==> src/rtl/trail_pkg.sv <==
// Shared types and elaboration-time helpers for the motion-trail overlay.
package trail_pkg;

    typedef struct packed {
        logic [10:0] x;
        logic [9:0]  y;
        logic        v;
    } trail_entry_t;

    // Sprite side for history entry i, clamped at min so it never goes negative.
    function automatic logic [11:0] trail_size(input int i, input int head, input int step,
                                               input int min);
        int s;
        s = head - i * step;
        if (s < min) s = min;
        return 12'(s);
    endfunction

    function automatic logic [23:0] trail_fade(input logic [23:0] color, input logic [3:0] age);
        logic [2:0] sh;
        sh = (age > 4'd7) ? 3'd7 : age[2:0];
        return {color[23:16] >> sh, color[15:8] >> sh, color[7:0] >> sh};
    endfunction

endpackage

==> src/rtl/trail_render_if.sv <==
// Pixel/tracker inputs and trail outputs of trail_render, grouped as one bundle.
interface trail_render_if;
    logic        nf_in;
    logic        clear_in;
    logic [10:0] hcount_in;
    logic [9:0]  vcount_in;
    logic [10:0] x_in;
    logic [9:0]  y_in;
    logic        valid_in;
    logic [23:0] color_in;
    logic [23:0] color_out;
    logic        hit_out;

    modport master (
        output nf_in, clear_in, hcount_in, vcount_in, x_in, y_in, valid_in, color_in,
        input  color_out, hit_out
    );

    modport slave (
        input  nf_in, clear_in, hcount_in, vcount_in, x_in, y_in, valid_in, color_in,
        output color_out, hit_out
    );
endinterface

==> src/rtl/trail_stage_hit.sv <==
// Combinational coverage test of one history entry's square sprite against the current pixel.
module trail_stage_hit
    import trail_pkg::*;
#(
    parameter logic [11:0] SIZE = 12'd16
) (
    input  logic [10:0]  hcount,
    input  logic [9:0]   vcount,
    input  trail_entry_t entry,
    output logic         hit
);
    logic [11:0] x_end;
    logic [10:0] y_end;

    // Widened sums: a sprite near the right/bottom edge clips instead of wrapping to 0.
    assign x_end = {1'b0, entry.x} + SIZE;
    assign y_end = {1'b0, entry.y} + SIZE[10:0];

    assign hit = entry.v
               && (hcount >= entry.x) && ({1'b0, hcount} < x_end)
               && (vcount >= entry.y) && ({1'b0, vcount} < y_end);
endmodule

==> src/rtl/trail_render.sv <==
// Motion-trail overlay: decimated position history drawn as shrinking sprites, newest on top.
// Optional TRAIL_FADE_EN halves each colour channel per age step.
module trail_render
    import trail_pkg::*;
#(
    parameter int DEPTH     = 6,
    parameter int DECIM     = 1,
    parameter int HEAD_SIZE = 16,
    parameter int SIZE_STEP = 3,
    parameter int MIN_SIZE  = 2
) (
    input  logic         clk_in,
    input  logic         rst_in,
    trail_render_if.slave bus
);
`ifdef TRAIL_FADE_EN
    localparam bit FADE = 1'b1;
`else
    localparam bit FADE = 1'b0;
`endif

    logic [7:0]       cnt;
    logic             accept;
    trail_entry_t     hist [DEPTH];
    logic [DEPTH-1:0] hits;
    logic             any_hit;
    logic [3:0]       sel;
    logic [23:0]      sel_color;

    assign accept = bus.nf_in && (cnt == 8'd0);

    // Clear wins over a same-cycle accept: no shift, counter restarts.
    always_ff @(posedge clk_in) begin
        if (rst_in) begin
            cnt <= 8'd0;
            for (int i = 0; i < DEPTH; i++) hist[i] <= '0;
        end else if (bus.clear_in) begin
            cnt <= 8'd0;
            for (int i = 0; i < DEPTH; i++) hist[i].v <= 1'b0;
        end else begin
            if (bus.nf_in) cnt <= (cnt == 8'(DECIM - 1)) ? 8'd0 : cnt + 8'd1;
            if (accept) begin
                hist[0] <= {bus.x_in, bus.y_in, bus.valid_in};
                for (int i = 1; i < DEPTH; i++) hist[i] <= hist[i-1];
            end
        end
    end

    for (genvar g = 0; g < DEPTH; g++) begin : g_stage
        trail_stage_hit #(
            .SIZE(trail_size(g, HEAD_SIZE, SIZE_STEP, MIN_SIZE))
        ) u_stage (
            .hcount(bus.hcount_in),
            .vcount(bus.vcount_in),
            .entry (hist[g]),
            .hit   (hits[g])
        );
    end

    always_comb begin
        any_hit = 1'b0;
        sel     = 4'd0;
        for (int i = DEPTH - 1; i >= 0; i--) begin
            if (hits[i]) begin
                any_hit = 1'b1;
                sel     = 4'(i);
            end
        end
    end

    assign sel_color = FADE ? trail_fade(bus.color_in, sel) : bus.color_in;

    always_ff @(posedge clk_in) begin
        if (rst_in) begin
            bus.color_out <= 24'h0;
            bus.hit_out   <= 1'b0;
        end else begin
            bus.color_out <= any_hit ? sel_color : 24'h0;
            bus.hit_out   <= any_hit;
        end
    end
endmodule

==> src/flat_wrapper.sv <==
// flat-port wrapper written by rule: the top's interface ports become plain ports
module trail_render_flat import trail_pkg::*;
#(
    parameter int DEPTH     = 6,
    parameter int DECIM     = 1,
    parameter int HEAD_SIZE = 16,
    parameter int SIZE_STEP = 3,
    parameter int MIN_SIZE  = 2
)
  (clk_in, rst_in, bus_nf_in, bus_clear_in, bus_hcount_in, bus_vcount_in, bus_x_in, bus_y_in, bus_valid_in, bus_color_in, bus_color_out, bus_hit_out);
  trail_render_if bus_i ();
  input  logic clk_in;
  input  logic rst_in;
  input wire logic [$bits(bus_i.nf_in)-1:0] bus_nf_in;
  input wire logic [$bits(bus_i.clear_in)-1:0] bus_clear_in;
  input wire logic [$bits(bus_i.hcount_in)-1:0] bus_hcount_in;
  input wire logic [$bits(bus_i.vcount_in)-1:0] bus_vcount_in;
  input wire logic [$bits(bus_i.x_in)-1:0] bus_x_in;
  input wire logic [$bits(bus_i.y_in)-1:0] bus_y_in;
  input wire logic [$bits(bus_i.valid_in)-1:0] bus_valid_in;
  input wire logic [$bits(bus_i.color_in)-1:0] bus_color_in;
  output wire logic [$bits(bus_i.color_out)-1:0] bus_color_out;
  output wire logic [$bits(bus_i.hit_out)-1:0] bus_hit_out;
  assign bus_i.nf_in = bus_nf_in;
  assign bus_i.clear_in = bus_clear_in;
  assign bus_i.hcount_in = bus_hcount_in;
  assign bus_i.vcount_in = bus_vcount_in;
  assign bus_i.x_in = bus_x_in;
  assign bus_i.y_in = bus_y_in;
  assign bus_i.valid_in = bus_valid_in;
  assign bus_i.color_in = bus_color_in;
  assign bus_color_out = bus_i.color_out;
  assign bus_hit_out = bus_i.hit_out;
  trail_render #(.DEPTH(DEPTH), .DECIM(DECIM), .HEAD_SIZE(HEAD_SIZE), .SIZE_STEP(SIZE_STEP), .MIN_SIZE(MIN_SIZE)) u_core (.clk_in(clk_in), .rst_in(rst_in), .bus(bus_i));
endmodule
==> config.mk <==
export PLATFORM = sky130hd
export DESIGN_NAME = trail_render_flat
export DESIGN_NICKNAME = d
export VERILOG_FILES = /design/src/rtl/trail_pkg.sv /design/src/rtl/trail_render_if.sv /design/src/rtl/trail_stage_hit.sv /design/src/rtl/trail_render.sv /design/src/flat_wrapper.sv
export SDC_FILE = /design/constraint.sdc
export NUM_CORES = 1
export LEC_CHECK = 0
export BUFFER_PORTS_ARGS = -buffer_cell sky130_fd_sc_hd__buf_2
export CORE_MARGIN = 10
export CORE_UTILIZATION = 55
export DETAILED_ROUTE_END_ITERATION = 10
export GPL_ROUTABILITY_DRIVEN = 0
export GPL_TIMING_DRIVEN = 0
export PLACE_DENSITY = 0.74
export RECOVER_POWER = 50
export SYNTH_ARGS = -nofsm -noshare
export SYNTH_HDL_FRONTEND = slang
export SYNTH_SLANG_ARGS = --single-unit
==> constraint.sdc <==
create_clock -name clk_in -period 26 [get_ports clk_in]
set_clock_uncertainty 0.05 [all_clocks]
set_input_delay 5.2 -clock clk_in [delete_from_list [all_inputs] [get_ports clk_in]]
set_output_delay 5.2 -clock clk_in [all_outputs]
set_load 0.02 [all_outputs]
==> flow_summary.json <==
{
  "synth_fa_ha_area_frac": 0.2339,
  "cts_made_buffers": 17,
  "synth_compound_area_frac": 0.1374,
  "pin_count": 96,
  "die_y_um": 175.9,
  "finalSetupTns_ps": 0,
  "hp-class": "reg2reg",
  "synth_top_family_by_area": "adder cells",
  "rows": 57,
  "crit_arrival_ps": 8200,
  "finalCriticalPeriod_ps": 8114,
  "finalHoldViolations": 0,
  "synthArstFlopShare": 0,
  "vdd_drop_max_v": 0.00003975,
  "drtIter0Drc": 500,
  "ys_seq_area_frac": 0.3458,
  "synthFlopType": "edfxtp_1",
  "cap_viol_max_count": 0,
  "worstMarginPinSlew_ps": 1059,
  "setup_viol": 0,
  "clk_path_buf_depth": 2,
  "htreeDepth": 4,
  "core_area_mm2": 0.02411,
  "synthesis.nets": 1650,
  "first_global_vias": 10834,
  "r2r_cells": 14,
  "status": "finished clean",
  "crit_path_max_fanout": 30,
  "power_w": 0.0007189,
  "synthMuxAreaShare": 0.0007486,
  "multi_input_area_mm2": 0.007898,
  "clkTransAtPathRegs_ps": 60,
  "cts_sinks": 165,
  "first_pass_iters": 5,
  "synth-edff-count": 132,
  "syn_area_per_cell_um2": 10.06,
  "vias": 10616,
  "clock_latency_ps": 440,
  "nFillCells": 2034,
  "wire_per_inst_um": 17.79,
  "antenna_found_initial": 0,
  "rsz0062_at_grt": "no",
  "met2_usage": 0.3733,
  "nets": 1767,
  "gr-total-overflow": 0,
  "tritoncts": "built",
  "die_area_mm2": 0.03095,
  "netlist_area_mm2": 0.01337,
  "fin_hold_ws_ps": 487.8,
  "reg2reg_to": "u_core.bus.color_out[18]",
  "syn_to_final_growth_pct": 11.22,
  "grt_use_total": 0.2008,
  "maxClockFrequency_ghz": 0.1232,
  "final_common_cell": "ha_1",
  "die_x_um": 175.9,
  "finalWirelength_um": 31710,
  "crit-reg2reg-launch": "u_core.hist[0][122]",
  "synth_simple_gate_area_frac": 0.1575,
  "gr-max-usage-layer": "met2",
  "io_buffers": 94,
  "mostFrequentLayoutCells": "ha_1, inv_1, edfxtp_1",
  "worst_setup_path_start_kind": "input port",
  "synthDistinctLibCells": 79,
  "grt_first_pass_wirelength_um": 50580,
  "ctsResizeCount": 0,
  "hpwl_um": 25290,
  "finalMaxSlewViolations": 0,
  "ctsHoldBuffers": 0,
  "antenna_cells": 0,
  "vias_per_cell": 5.954,
  "min_from": "u_core.cnt[7]",
  "post-route-period-util": 0.3121,
  "cp-end-kind": "flop",
  "netlist_instances": 1329,
  "drive_gt1_frac": 0.1124,
  "ant_nets": 0,
  "critPathRequiredTime_ps": 26090,
  "cts-root-buf": "clkbuf_16",
  "cts_setup_buffers": 0,
  "p_leak_nw": 6.029,
  "synthXorXnorAreaFrac": 0.06026,
  "met1_usage": 0.2134,
  "ys_warn_count": 0,
  "ff2ff_setup_slack_ps": 22350,
  "drt_drc_violations_left": 0,
  "use_met3": 0.03929,
  "critPathKind": "in2reg",
  "min_to": "u_core.cnt[7]",
  "max_slew_margin": 0.2940,
  "grt_max_degree": 31,
  "ys_seq_elements": 165,
  "start_util": 0.5547,
  "regArea_mm2": 0.004624,
  "powerDensity_mw_per_mm2": 48.34,
  "whs_path_depth": 2
}
-- state kept, by name, indices dropped and copies added (netlist names) --
register and flops:
u_core.hist 132, u_core.cnt 8, u_core.bus.color_out 24, u_core.bus.hit_out 1
-- cell usage after synthesis (6+ instances only) --
| master | number | share of area |
|---|---|---|
| a211oi_1 | 15 | 0.0084 |
| dfxtp_1 | 33 | 0.049 |
| o211ai_1 | 15 | 0.0084 |
| o2111ai_1 | 7 | 0.0046 |
| a311oi_2 | 19 | 0.021 |
| a21oi_1 | 54 | 0.020 |
| clkbuf_1 | 36 | 0.010 |
| o21a_1 | 12 | 0.0067 |
| nand2b_1 | 11 | 0.0051 |
| xor2_1 | 9 | 0.0059 |
| nor4_1 | 105 | 0.049 |
| xnor2_1 | 83 | 0.054 |
| a2111oi_0 | 8 | 0.0052 |
| edfxtp_1 | 132 | 0.30 |
| nand4_1 | 17 | 0.0080 |
| and2_1 | 34 | 0.016 |
| nand3_1 | 53 | 0.020 |
| a21o_1 | 24 | 0.013 |
| o21ai_1 | 7 | 0.0026 |
| inv_2 | 12 | 0.0034 |
| nand2_1 | 48 | 0.013 |
| ha_1 | 250 | 0.23 |
| a311oi_1 | 6 | 0.0039 |
| o21ai_0 | 32 | 0.012 |
| and3_1 | 8 | 0.0037 |
| inv_1 | 148 | 0.042 |
| nor2b_1 | 7 | 0.0033 |
| nor3_1 | 23 | 0.0086 |
| nor2_1 | 35 | 0.0098 |
-- worst max path at each step --
stage / start / endpoint / cells after the start
finish: bus_nf_in / u_core.hist[0][19] / 10
global route: bus_nf_in / u_core.hist[0][20] / 10
CTS: bus_nf_in / u_core.hist[0][19] / 10
detailed placement: bus_nf_in / u_core.hist[0][11] / 10
global placement: bus_nf_in / u_core.hist[0][11] / 6
floorplan: bus_nf_in / u_core.hist[0][100] / 5
-- power breakdown --
group,internal (W),switching (W),leakage (nW)
Clock,0.000137,0.000108,0.281
Sequential,0.000300,0.0000106,1.68
Combinational,0.0000656,0.0000968,4.07
-- critical path, cell delays in order --
cell	delay (ps)
clkbuf_1	220
nor4b_1	300
nand2_1	160
clkbuf_1	370
clkbuf_1	360
o21bai_4	630
buf_12	280
buf_12	220
buf_12	220
buf_16	190
-- metrics by stage --
step	std cells	instance area (µm²)	worst slack (ps)	util
6_report	1783	14870	17890	0.6169
2_1_floorplan	1329	13370	13550	-
4_1_cts	1783	14910	17990	0.6183
3_3_place_gp	1747	14250	10650	0.5910
5_1_grt	1783	14870	17690	0.6169
3_5_place_dp	1751	14350	17550	0.5951
-- final cells by class --
class / count / area share
multi-input cells: 957 / 0.5310
well taps: 324 / 0.02726
clock buffers: 21 / 0.03096
inverters: 161 / 0.04064
flip-flops and latches: 165 / 0.3110
clock inverters: 11 / 0.006646
plain buffers: 46 / 0.01725
repair buffers: 98 / 0.03525
-- routing by layer --
layer	vias to the layer above	wire length [µm]
met1	5033	13080
met2	303	15980
met5	-	0
met3	77	1500
li1	5203	-
met4	0	1148
-- cell families after synthesis --
kind of cell / Yosys count
simple gates: 371
flops: 165
fa+ha+maj: 250
buf+inv: 207
xor+xnor: 92
mux: 1
compound gates: 243
No activity file was read; power rests on OpenSTA's default activity.
